===== src/rtl/spi_master.sv =====
// SPI mode-0 master: 24-bit write frames (opcode byte first) and 16-bit read frames.
// A frame is followed by a fixed gap with SPI_SS high before the next command is accepted.
module spi_master #(
  parameter int CLK_DIV    = 4,
  parameter int GAP_CYCLES = 4
) (
  input  logic        clk,
  input  logic        reset,
  input  logic        cmd_valid,
  output logic        cmd_ready,
  input  logic        cmd_read,
  input  logic [23:0] cmd_data,
  output logic        rsp_valid,
  output logic [15:0] rsp_data,
  output logic        busy,
  output logic        SPI_SCK,
  output logic        SPI_SS,
  output logic        SPI_MOSI,
  input  logic        SPI_MISO
);

  // state    | meaning
  // IDLE     | waiting for a command, SS high
  // SHIFT_LO | SCK low half-period, MOSI holds current bit
  // SHIFT_HI | SCK high half-period, MISO sampled on entry
  // TAIL     | SS held low one half-period after the last SCK fall
  // GAP      | SS high, inter-frame spacing
  typedef enum logic [2:0] {IDLE, SHIFT_LO, SHIFT_HI, TAIL, GAP} state_t;

  localparam logic [7:0] DIV_LOAD = 8'(CLK_DIV - 1);
  localparam logic [7:0] GAP_LOAD = 8'(GAP_CYCLES - 1);

  state_t      state, state_nxt;
  logic [7:0]  tmr, tmr_nxt;
  logic [4:0]  bits, bits_nxt;
  logic [23:0] tx_sr, tx_sr_nxt, tx_load;
  logic [15:0] rx_sr, rx_sr_nxt, rsp_data_nxt;
  logic        is_read, is_read_nxt;
  logic        sck_nxt, ss_nxt, mosi_nxt, rsp_valid_nxt;
  logic        tmr_done;

  assign tmr_done  = (tmr == 8'd0);
  assign cmd_ready = (state == IDLE) && !reset;
  assign busy      = (state != IDLE);

  always_ff @(posedge clk or posedge reset) begin
    if (reset) begin
      state     <= IDLE;
      tmr       <= 8'd0;
      bits      <= 5'd0;
      tx_sr     <= 24'd0;
      rx_sr     <= 16'd0;
      is_read   <= 1'b0;
      SPI_SCK   <= 1'b0;
      SPI_SS    <= 1'b1;
      SPI_MOSI  <= 1'b0;
      rsp_valid <= 1'b0;
      rsp_data  <= 16'd0;
    end else begin
      state     <= state_nxt;
      tmr       <= tmr_nxt;
      bits      <= bits_nxt;
      tx_sr     <= tx_sr_nxt;
      rx_sr     <= rx_sr_nxt;
      is_read   <= is_read_nxt;
      SPI_SCK   <= sck_nxt;
      SPI_SS    <= ss_nxt;
      SPI_MOSI  <= mosi_nxt;
      rsp_valid <= rsp_valid_nxt;
      rsp_data  <= rsp_data_nxt;
    end
  end

  always_comb begin
    state_nxt     = state;
    tmr_nxt       = tmr_done ? tmr : tmr - 8'd1;
    bits_nxt      = bits;
    tx_sr_nxt     = tx_sr;
    rx_sr_nxt     = rx_sr;
    is_read_nxt   = is_read;
    sck_nxt       = SPI_SCK;
    ss_nxt        = SPI_SS;
    mosi_nxt      = SPI_MOSI;
    rsp_valid_nxt = 1'b0;
    rsp_data_nxt  = rsp_data;
    // Bytes go out low byte first, so reorder them once and shift MSB-first.
    tx_load = cmd_read ? 24'd0 : {cmd_data[7:0], cmd_data[15:8], cmd_data[23:16]};

    case (state)
      IDLE: begin
        if (cmd_valid) begin
          state_nxt   = SHIFT_LO;
          tmr_nxt     = DIV_LOAD;
          bits_nxt    = cmd_read ? 5'd15 : 5'd23;
          tx_sr_nxt   = tx_load;
          rx_sr_nxt   = 16'd0;
          is_read_nxt = cmd_read;
          ss_nxt      = 1'b0;
          sck_nxt     = 1'b0;
          mosi_nxt    = tx_load[23];
        end
      end
      SHIFT_LO: begin
        if (tmr_done) begin
          state_nxt = SHIFT_HI;
          tmr_nxt   = DIV_LOAD;
          sck_nxt   = 1'b1;
          rx_sr_nxt = {rx_sr[14:0], SPI_MISO};
        end
      end
      SHIFT_HI: begin
        if (tmr_done) begin
          tmr_nxt = DIV_LOAD;
          sck_nxt = 1'b0;
          if (bits == 5'd0) begin
            state_nxt = TAIL;
          end else begin
            state_nxt = SHIFT_LO;
            bits_nxt  = bits - 5'd1;
            tx_sr_nxt = {tx_sr[22:0], 1'b0};
            mosi_nxt  = tx_sr[22];
          end
        end
      end
      TAIL: begin
        if (tmr_done) begin
          state_nxt = GAP;
          tmr_nxt   = GAP_LOAD;
          ss_nxt    = 1'b1;
          mosi_nxt  = 1'b0;
          if (is_read) begin
            // First received byte was shifted in first, so it sits in the upper half.
            rsp_valid_nxt = 1'b1;
            rsp_data_nxt  = {rx_sr[7:0], rx_sr[15:8]};
          end
        end
      end
      GAP: begin
        if (tmr_done) state_nxt = IDLE;
      end
      default: state_nxt = IDLE;
    endcase
  end

endmodule


===== config.mk =====
export PLATFORM = sky130hd
export DESIGN_NAME = spi_master
export DESIGN_NICKNAME = d
export VERILOG_FILES = /design/src/rtl/spi_master.sv
export SDC_FILE = /design/constraint.sdc
export NUM_CORES = 1
export LEC_CHECK = 0
export CORE_MARGIN = 8
export CORE_UTILIZATION = 50
export CTS_BUF_LIST = sky130_fd_sc_hd__clkbuf_2
export CTS_CLUSTER_DIAMETER = 60
export DETAILED_ROUTE_END_ITERATION = 10
export GPL_TIMING_DRIVEN = 0
export PLACE_DENSITY = 0.71
export SYNTH_ARGS = -nofsm -noshare
export SYNTH_HDL_FRONTEND = slang
export SYNTH_SLANG_ARGS = --single-unit

===== constraint.sdc =====
create_clock -name clk -period 8.03 [get_ports clk]
set_input_delay 2.0075 -clock clk [delete_from_list [all_inputs] [get_ports clk]]
set_output_delay 2.0075 -clock clk [all_outputs]
set_load 0.02 [all_outputs]

# Yosys cells after proc, flatten, opt, wreduce, memory -nomap -nowiden
# Cells that the tools add are included.
op_classes:
  n_addsub: 2
  n_eq_ne: 10
  n_mux: 36
  n_reduce_logical: 20
op_table:
  columns: ["op", "count"]
  rows:
  - ["23-bit 2-to-1 mux", 3]
  - ["23-bit case mux with 2 select lines", 1]
  - ["16-bit 2-to-1 mux", 2]
  - ["16-bit case mux with 2 select lines", 1]
  - ["24-bit 2-to-1 mux", 1]
  - ["8-bit 2-to-1 mux", 3]
  - ["5-bit 2-to-1 mux", 4]
  - ["8-bit case mux with 2 select lines", 1]
  - ["3-bit 2-to-1 mux", 5]
  - ["3-bit case mux with 5 select lines", 1]
  - ["2-bit inequality test, second input constant", 6]
  - ["5-bit case mux with 2 select lines", 1]
  - ["5-bit AND reduction", 2]
  - ["1-bit 2-to-1 mux", 9]
  - ["3-bit AND reduction", 3]
  - ["3-bit nonzero test", 3]
  - ["8-bit logical NOT", 1]
  - ["4-bit AND reduction", 2]
  - ["8-bit by 1-bit subtractor with 8-bit output, second input constant", 1]
  - ["3-bit by 2-bit == test with 1-bit output, second input constant", 2]
  - ["1-bit case mux with 3 select lines", 2]
  - ["2-bit nonzero test", 3]
  - ["5-bit logical NOT", 1]
  - ["5-bit by 1-bit subtractor with 5-bit output, second input constant", 1]
  - ["9 further kinds", 9]
word_totals:
  ff_bits: 76
  wordCells: 79

# Depth between registers and ports, before layout
logic_depth:
  word_depth: 4
  mapped_depth: 8
  mapped_depth_nobuf: 8

# Least setup slack after synthesis
# Ideal clock, no wire load.
synth_timing:
  path_type: "input-to-output"
  start: "input reset"
  end: "output cmd_ready"
  t_arrival_ps: 2300
  t_required_ps: 6023
  setup_slack_ps: 3722
  stages: 1
  path_cell_list: "nor2_1"
synth_between:
  elab_chain_cells: 2
synth_lines:
  columns: ["element", "line", "source"]
  rows:
  - ["from (decl)", "8", "input logic reset,"]
  - ["1-bit logical NOT (no source line)", null, null]
  - ["1-bit logical AND", "43", "assign cmd_ready = (state == IDLE) && !reset;"]
  - ["to (decl)", "10", "output logic cmd_ready,"]
# Every way passes these cells.

# Worst setup path in the final report
# Ends and elaborated chain as after synthesis.

==> metrics.csv <==
stage,metric,value,unit
status,outcome,"complete, no violations",
clocking,Post-CTS Hold Buffers,0,
grt,GR Util All Layers,0.161,
synth,ys async rst share,1.00,
synth,Synth top area share,0.511,
sta,fin crit share,0.650,
layout,Ant. Diodes,0,
synth,Yosys reg bits,76,
grt,grt ovf,0,
synth,"area leader, netlist",dfrtp_1,
layout,final-stage net count,457,
synth,ys flop type,dfrtp_1,
clocking,clk_lat worst skew,520,ps
sta,Max Transition Viols Final,0,
worst_setup_path,critical path arrival,3210,ps
hold_path,hold depth,2,
detailed_routing,DRC errors left,0,
pwr,pwr dens,273,nW/um^2
pwr,Peak VDD IR,0.148,mV
run,Max-Cap Viols,0,
place,pre-CTS setup slack,2790,ps
layout,most frequent cells in the layout,"dfrtp_1, clkdlybuf4s50_1, nand2_1, inv_1",
pwr,cell leakage power,1.90,nW
detailed_routing,First-pass DRT Iterations,7,
grt,largest net degree at the start of global routing,45,
die,# rows,31,
sta,Slew headroom,0.436,
layout,"commonest non-fill, non-tap cell in the layout",dfrtp_1,
synth,yosys warns,0,
synth,post-synthesis sequential area ratio,0.518,
sta,worst slew pin tran,844,ps
detailed_routing,remaining antenna violation count after routing,0,
place,gp weighted congestion,0.766,
layout,Layout Utilization,0.613,
clocking,post_cts resized,0,
clocking,Max clock buf depth,2,
worst_setup_path,critical path type,input pin to output pin,
grt,global-route wire length before repair,13.1,mm
layout,final std cells w/o fill,527,
synth,Cells after Synth,362,
place,Detail Placement HPWL,5.54,mm
clocking,Post CTS Setup Buffer Count,0,
die,die outline area,10300,sq um
sta,f_max,0.192,GHz
clocking,CTS tree,yes,
die,die height,102,um
synth,syn_area_per_cell,10.1,sq um
pwr,post-layout power,1.20,mW
detailed_routing,DR WL/cell,14.6,um
place,placed cells,511,
die,I/O pins,51,
synth,Area contributors post-synth,"dfrtp_1, mux2i_1, nor3b_1",
synth,number of distinct library cells after synthesis,44,
sta,crit path time final,5220,ps
detailed_routing,Iter 0 DRT Violations,103,
clocking,CTS buffer count,9,
sta,Final WS setup,2810,ps
worst_setup_path,crit start category,input pin,
sta,RSZ-0062 raised after global routing,no,
worst_setup_path,R2R cell count,8,
clocking,Worst-path clk slew,200,ps
place,port bufs,49,
sta,final setup fails,0,
detailed_routing,via count,2797,
synth,Mapped Nets,396,
synth,synthesized cell area,3670,sq um
die,Core Area,7180,sq um
die,die width,102,um
clocking,CTS HTree Levels,3,
grt,initial antenna violation count,0,
die,Initial Util,0.512,
synth,Post-synth EDFFs,0,
worst_setup_path,CP Capture Type,output pin,
layout,layout cells sized above 1,0.110,
sta,setup TNS,0,ps
layout,area growth from synthesis to final layout,19.8,%
detailed_routing,vias per std cell,5.31,
detailed_routing,total wire length,7.72,mm
clocking,clock root buffer,clkbuf_2,
worst_setup_path,worst endpoint required time,6020,ps
worst_setup_path,crit path max fanout,2,
sta,final hold violations,0,
hold_path,Tightest Hold Check Type,flip-flop to flip-flop,
sta,clock skew,35.7,ps
grt,vias in the first global route,2865,
clocking,Sink Count,76,
per-layer routing:
| layer | global-route usage | share of wire |
|---|---|---|
| met3 | 0.0488 | 0.041 |
| met2 | 0.264 | 0.49 |
| met5 | 0 | 0 |
| met4 | 0.0515 | 0.012 |
| met1 | 0.196 | 0.46 |
sequential cells by signal, summed over array words and instances (netlist names), 3 cells and up:
name / flops
bits: 5
rsp_data: 16
rx_sr: 16
state: 3
tmr: 8
tx_sr: 23
cell families after synthesis:
logic type / after synthesis / synth area share
simple gates: 123 / 0.181
compound gates: 60 / 0.0947
xor+xnor: 3 / 0.00715
flops: 76 / 0.518
mux: 43 / 0.123
buf+inv: 52 / 0.0593
fa+ha+maj: 5 / 0.0170
layout make-up:
class,count,area [sq um]
Buffer,20,95.1
Clock buffer,11,55.1
Clock inverter,5,28.8
Fill cell,621,2770
Inverter,32,125
Multi-Input combinational cell,234,1550
Sequential cell,76,1900
Tap cell,99,124
Timing Repair Buffer,50,518
power breakdown:
part           internal (mW)  total, mW  switching [mW]
registers              0.522      0.622          0.0999
clock network         0.0414      0.173           0.132
logic                  0.190      0.407           0.217
total                  0.754       1.20           0.449
path summary, 6_finish.rpt:
| kind | startpoint | end | slack [ps] |
|---|---|---|---|
| worst max-delay path | reset | cmd_ready | 2810 |
| worst min register to register | rx_sr[10]$_DFFE_PP0P_ | rx_sr[11]$_DFFE_PP0P_ | 510 |
| worst max register to register | tmr[0]$_DFF_PP0_ | rsp_data[7]$_DFFE_PP0P_ | 5570 |
| min in group asynchronous | reset | tx_sr[6]$_DFFE_PP0P_ | 1840 |
| max in group asynchronous | reset | SPI_SS$_DFFE_PP1P_ | 5560 |
| worst min-delay path | rx_sr[10]$_DFFE_PP0P_ | rx_sr[11]$_DFFE_PP0P_ | 510 |
critical path: stages:
cell and delay [ps]:
clkdlybuf4s50_1 460, nor2_1 120, clkdlybuf4s50_1 620
per-stage QoR:
step	hold WS (ps)	instance area [sq um]
after CTS	514	4400
after global placement	474	4290
after detailed placement	489	4320
final	512	4400
after floorplan	452	3670
after global routing	535	4400
synthesized netlist by cell type (2+ instances only):
cell and instances:
o22ai_1 3, a32o_1 2, mux2_2 16, nand3_1 6, nor2_1 19, nand2b_1 4
o21ai_0 19, mux2_1 2, ha_1 5, mux2i_1 25, dfrtp_1 75, o21ai_1 2
or3b_2 2, buf_6 2, nor4_1 2, nor3b_1 26, clkbuf_1 13, inv_1 31
xnor2_1 2, nand4_1 2, a21oi_1 26, nor3_1 5, nand2_1 46, buf_2 4
or3_1 2, and3_1 3
Note: power is estimated with default switching activity, not from simulation.
